[src/rtl/weighted_sum_stream.sv]
// Pipelined N-input dot product plus bias, with optional ReLU and saturation to OUT_WIDTH.
// Latency: 2+ceil(log2(NUM_INPUTS)) cycles from input transfer to out_valid; one vector per cycle.
// Backpressure: global stall; every stage freezes while out_valid && !out_ready, in_ready = !out_valid || out_ready.
module weighted_sum_stream #(
    parameter int NUM_INPUTS = 4,
    parameter int BIT_LENGTH = 8,
    parameter int SIGNED     = 1,
    parameter int OUT_WIDTH  = 16
) (
    input  logic                                  clk,
    input  logic                                  rst,
    input  logic                                  in_valid,
    output logic                                  in_ready,
    input  logic [NUM_INPUTS-1:0][BIT_LENGTH-1:0] weights,
    input  logic [NUM_INPUTS-1:0][BIT_LENGTH-1:0] inputs,
    input  logic [2*BIT_LENGTH-1:0]               bias,
    input  logic                                  relu_en,
    output logic                                  out_valid,
    input  logic                                  out_ready,
    output logic [OUT_WIDTH-1:0]                  out_sum,
    output logic                                  overflow
);

    localparam int T     = $clog2(NUM_INPUTS);
    localparam int PW    = 2 * BIT_LENGTH;
    localparam int ACC_W = PW + T;
    localparam int SW    = ACC_W + 1;
    localparam int CW    = (ACC_W + 2 > OUT_WIDTH + 1) ? ACC_W + 2 : OUT_WIDTH + 1;

    localparam logic signed [CW-1:0] ONE   = CW'(1);
    localparam logic signed [CW-1:0] MAX_V = (SIGNED != 0) ? (ONE <<< (OUT_WIDTH - 1)) - ONE
                                                           : (ONE <<< OUT_WIDTH) - ONE;
    localparam logic signed [CW-1:0] MIN_V = (SIGNED != 0) ? -(ONE <<< (OUT_WIDTH - 1)) : '0;

    // Number of live operands at a given tree level.
    function automatic int lvl_cnt(input int l);
        int c;
        c = NUM_INPUTS;
        for (int i = 0; i < l; i++) c = (c + 1) / 2;
        return c;
    endfunction

    function automatic int clip(input int i);
        return (i < NUM_INPUTS) ? i : 0;
    endfunction

    logic                 advance;
    logic [T:0]           vld_q;
    logic [T:0]           relu_q;
    logic [PW-1:0]        bias_q [0:T];
    // Every level is held at the final width, extended per SIGNED, so partial sums never wrap.
    logic [ACC_W-1:0]     lvl_q  [0:T][0:NUM_INPUTS-1];
    logic [ACC_W-1:0]     prod   [0:NUM_INPUTS-1];

    logic [SW-1:0]        fin_sum;
    logic signed [CW-1:0] fin_val;
    logic [OUT_WIDTH-1:0] sat_sum;
    logic                 sat_ovf;

    assign in_ready = !out_valid || out_ready;
    assign advance  = in_ready;

    always_comb begin
        for (int i = 0; i < NUM_INPUTS; i++) begin
            if (SIGNED != 0)
                prod[i] = ACC_W'($signed(weights[i])) * ACC_W'($signed(inputs[i]));
            else
                prod[i] = ACC_W'(weights[i]) * ACC_W'(inputs[i]);
        end
    end

    always_ff @(posedge clk) begin
        if (advance) begin
            for (int i = 0; i < NUM_INPUTS; i++) lvl_q[0][i] <= prod[i];
            bias_q[0] <= bias;
            relu_q[0] <= relu_en;
            for (int l = 1; l <= T; l++) begin
                bias_q[l] <= bias_q[l-1];
                relu_q[l] <= relu_q[l-1];
                for (int j = 0; j < NUM_INPUTS; j++) begin
                    if (2 * j + 1 < lvl_cnt(l - 1))
                        lvl_q[l][j] <= lvl_q[l-1][clip(2 * j)] + lvl_q[l-1][clip(2 * j + 1)];
                    else if (2 * j < lvl_cnt(l - 1))
                        lvl_q[l][j] <= lvl_q[l-1][clip(2 * j)];
                    else
                        lvl_q[l][j] <= '0;
                end
            end
        end
    end

    always_comb begin
        if (SIGNED != 0) begin
            fin_sum = SW'($signed(lvl_q[T][0])) + SW'($signed(bias_q[T]));
            fin_val = CW'($signed(fin_sum));
        end else begin
            fin_sum = SW'(lvl_q[T][0]) + SW'(bias_q[T]);
            fin_val = CW'(fin_sum);
        end
        if ((SIGNED != 0) && relu_q[T] && (fin_val < 0))
            fin_val = '0;
        sat_sum = fin_val[OUT_WIDTH-1:0];
        sat_ovf = 1'b0;
        if (fin_val > MAX_V) begin
            sat_sum = MAX_V[OUT_WIDTH-1:0];
            sat_ovf = 1'b1;
        end else if (fin_val < MIN_V) begin
            sat_sum = MIN_V[OUT_WIDTH-1:0];
            sat_ovf = 1'b1;
        end
    end

    always_ff @(posedge clk) begin
        if (rst) begin
            vld_q     <= '0;
            out_valid <= 1'b0;
            out_sum   <= '0;
            overflow  <= 1'b0;
        end else if (advance) begin
            vld_q[0] <= in_valid;
            for (int l = 1; l <= T; l++) vld_q[l] <= vld_q[l-1];
            out_valid <= vld_q[T];
            out_sum   <= sat_sum;
            overflow  <= sat_ovf;
        end
    end

endmodule

[config.mk]
export PLATFORM = sky130hd
export DESIGN_NAME = weighted_sum_stream
export DESIGN_NICKNAME = d
export VERILOG_FILES = /design/src/rtl/weighted_sum_stream.sv
export SDC_FILE = /design/constraint.sdc
export NUM_CORES = 1
export LEC_CHECK = 0
export CAP_MARGIN = 30
export CORE_ASPECT_RATIO = 0.8
export CORE_MARGIN = 2
export CORE_UTILIZATION = 61
export CTS_CLUSTER_SIZE = 28
export DETAILED_ROUTE_END_ITERATION = 7
export PLACE_DENSITY = 0.91
export SLEW_MARGIN = 10
export SYNTH_ARGS = -nofsm -noshare
export SYNTH_HDL_FRONTEND = slang
export SYNTH_SLANG_ARGS = --single-unit
[constraint.sdc]
create_clock -name clk -period 16.2 [get_ports clk]
set_input_delay 3.24 -clock clk [delete_from_list [all_inputs] [get_ports clk]]
set_output_delay 3.24 -clock clk [all_outputs]
set_load 0.02 [all_outputs]
==> metrics.yaml <==
grt_max_degree: 101
vias: 12760
setup_viol: 0
post-place-ws_ns: 7.500
setup_ws_ns: 7.427
post_cts_buffers: 0
clkLatencyLatePin_ns: 0.44
min_period_over_period_pct: 54.15
rsz0062_at_grt: "no"
final_cell_mix: "338 x inv_1, 224 x fa_1, 183 x ha_1"
synthToLayoutAreaGrowth_pct: 11.45
port_buffers: 103
grt_pass1_vias: 13180
ys_async_sr_fraction_pct: 0
ir_drop_v: 0.0001186
critical_path_arrival_ns: 5.53
synth_top_flop_cell: "edfxtp_1"
cts-resized-gates: 0
path_class: "input port to primary output"
crit_path_end_kind: "primary output"
dieWidth_um: 199.9
grtUsageTotal_pct: 23.99
drv_cap: 0
grt_pass1_wl_um: 61970
wl_per_cell_um: 15.66
syn_nets: 2290
rows: 57
diodes: 0
synth_edf_count: 169
max_freq_mhz: 114.0
slew_viol_final: 0
syn_area_um2: 18720
dr.pass1.iters: 5
finalNonFillerCells: 2338
gp_congestion: 0.9135
core_area_um2: 30310
powerDensity_nw_per_um2: 184.0
hold_class: "flop to flop"
status: "finished, final reports clean"
first_iter_violations: 746
final_common_cell: "inv_1"
cp.required_ns: 12.96
die-area_um2: 32120
fin_nets: 2404
cts_buffers: 17
crit_fanout: 100
place_hpwl_um: 29520
drc_errors: 0
die_h_um: 160.7
ys_ff_latch: 190
wl_um: 36620
ys_warn_count: 0
ctsHtreeMaxLevel: 4
synthCells: 1798
setup.worst_path.start_class: "input port"
max_slew.worst_pin.slew_ns: 0.8829
cts_hold_buffers: 0
io_pins: 104
ys_seq_area_share_pct: 29.35
p_leak_nw: 9.455
clk_pin_slew_worst_paths_ns: 0.06
synth_cell_types: 64
cts_tree: "done"
start_util_pct: 61.77
drive_gt1_share_pct: 3.429
r2r_setup_slack_ns: 12.80
cts_sinks: 190
overflow: 0
holdWs_ns: 0.4196
finalCriticalPeriod_ns: 8.773
setup_tns_ns: 0
drtAntennaViolNets: 0
relSlewSlack_pct: 41.14
root_buffer: "clkbuf_16"
syn_avg_cell_area_um2: 10.41
skew_ns: 0.009068
clockBufferDepth: 2
avgViaCountPerCell: 5.459
hold_viol: 0
placed_cells: 2304
antenna_found_initial: 0
## cells in the mapped netlist, types with 6 or more instances
library cell	instances	area (um2)
inv_1	339	1272
fa_1	224	4484
ha_1	183	2290
edfxtp_1	169	5075
and2_1	159	994.7
nand2_1	138	518.0
nor2_1	102	382.9
xnor2_1	95	832.1
a21oi_1	62	310.3
o21ai_0	54	270.3
nor3_1	23	115.1
dfxtp_1	21	420.4
nor2b_1	21	131.4
a21o_1	18	135.1
nand2b_1	18	112.6
nand3_1	14	70.07
o21a_1	14	105.1
a211oi_1	12	90.09
o211ai_1	12	90.09
a211oi_2	11	137.6
xor2_1	11	96.34
a21boi_0	9	67.56
clkbuf_1	8	30.03
o21bai_1	7	52.55
a31oi_1	6	37.54
## kinds of logic (layout without fill, tap and decap cells)
group,Yosys count,count (layout),share of synthesized area (%)
simple gates,504,504,13.66
mux,2,2,0.1069
fa+ha+maj,407,407,36.18
compound gates,239,239,8.668
buf+inv,350,477,7.077
flops,190,190,29.35
xor+xnor,106,106,4.959
## worst max-delay path, stage by stage
cell and delay [ns]:
clkdlybuf4s50_1 0.40, nor2b_1 0.66, inv_6 0.46, clkdlybuf4s50_1 0.69
## power breakdown
part | switching [W] | internal (W) | leakage [nW]
Sequential | 0.0000798 | 0.000856 | 1.97
Combinational | 0.00138 | 0.00111 | 7.20
Clock | 0.000177 | 0.000242 | 0.282
## flip-flops by register name (all words and copies together) (netlist names)
signal	count
lvl_q	118
bias_q	48
out_sum	16
relu_q	3
vld_q	3
out_valid	1
overflow	1
## routing by layer
metal / share of wire (%) / up-vias / GRT usage, %
li1: - / 6090 / -
met1: 44 / 6257 / 33.25
met2: 49 / 371 / 40.67
met3: 5.0 / 44 / 3.024
met4: 1.5 / 0 / 5.421
met5: 0 / - / 0
## area by class of cell
cell class,instances,area (um2)
Timing Repair Buffer,106,1081
Multi-Input combinational cell,1258,11900
Inverter,339,1277
Sequential cell,190,5495
Clock buffer,17,425.4
Fill cell,2094,9443
Tap cell,413,516.7
Clock inverter,15,168.9
## stage by stage
| stage | instance area, um2 | util, % | total power (W) |
|---|---|---|---|
| CTS | 20830 | 68.71 | 0.003829 |
| finish | 20870 | 68.85 | 0.003839 |
| global route | 20870 | 68.85 | 0.004185 |
| detailed placement | 20230 | 66.75 | 0.003386 |
| global placement | 20230 | 66.75 | 0.003231 |
| floorplan | 18720 | - | 0.002829 |
## final timing paths
| path | startpoint | end | cells after the start |
|---|---|---|---|
| setup / recovery | out_ready | in_ready | 4 |
| setup reg to reg | lvl_q[2][54] | out_sum[0] | 11 |
| hold / removal | bias_q[0][21] | bias_q[0][37] | 0 |
| hold reg to reg | bias_q[0][21] | bias_q[0][37] | 0 |
No activity file was read; power rests on OpenSTA's default activity.
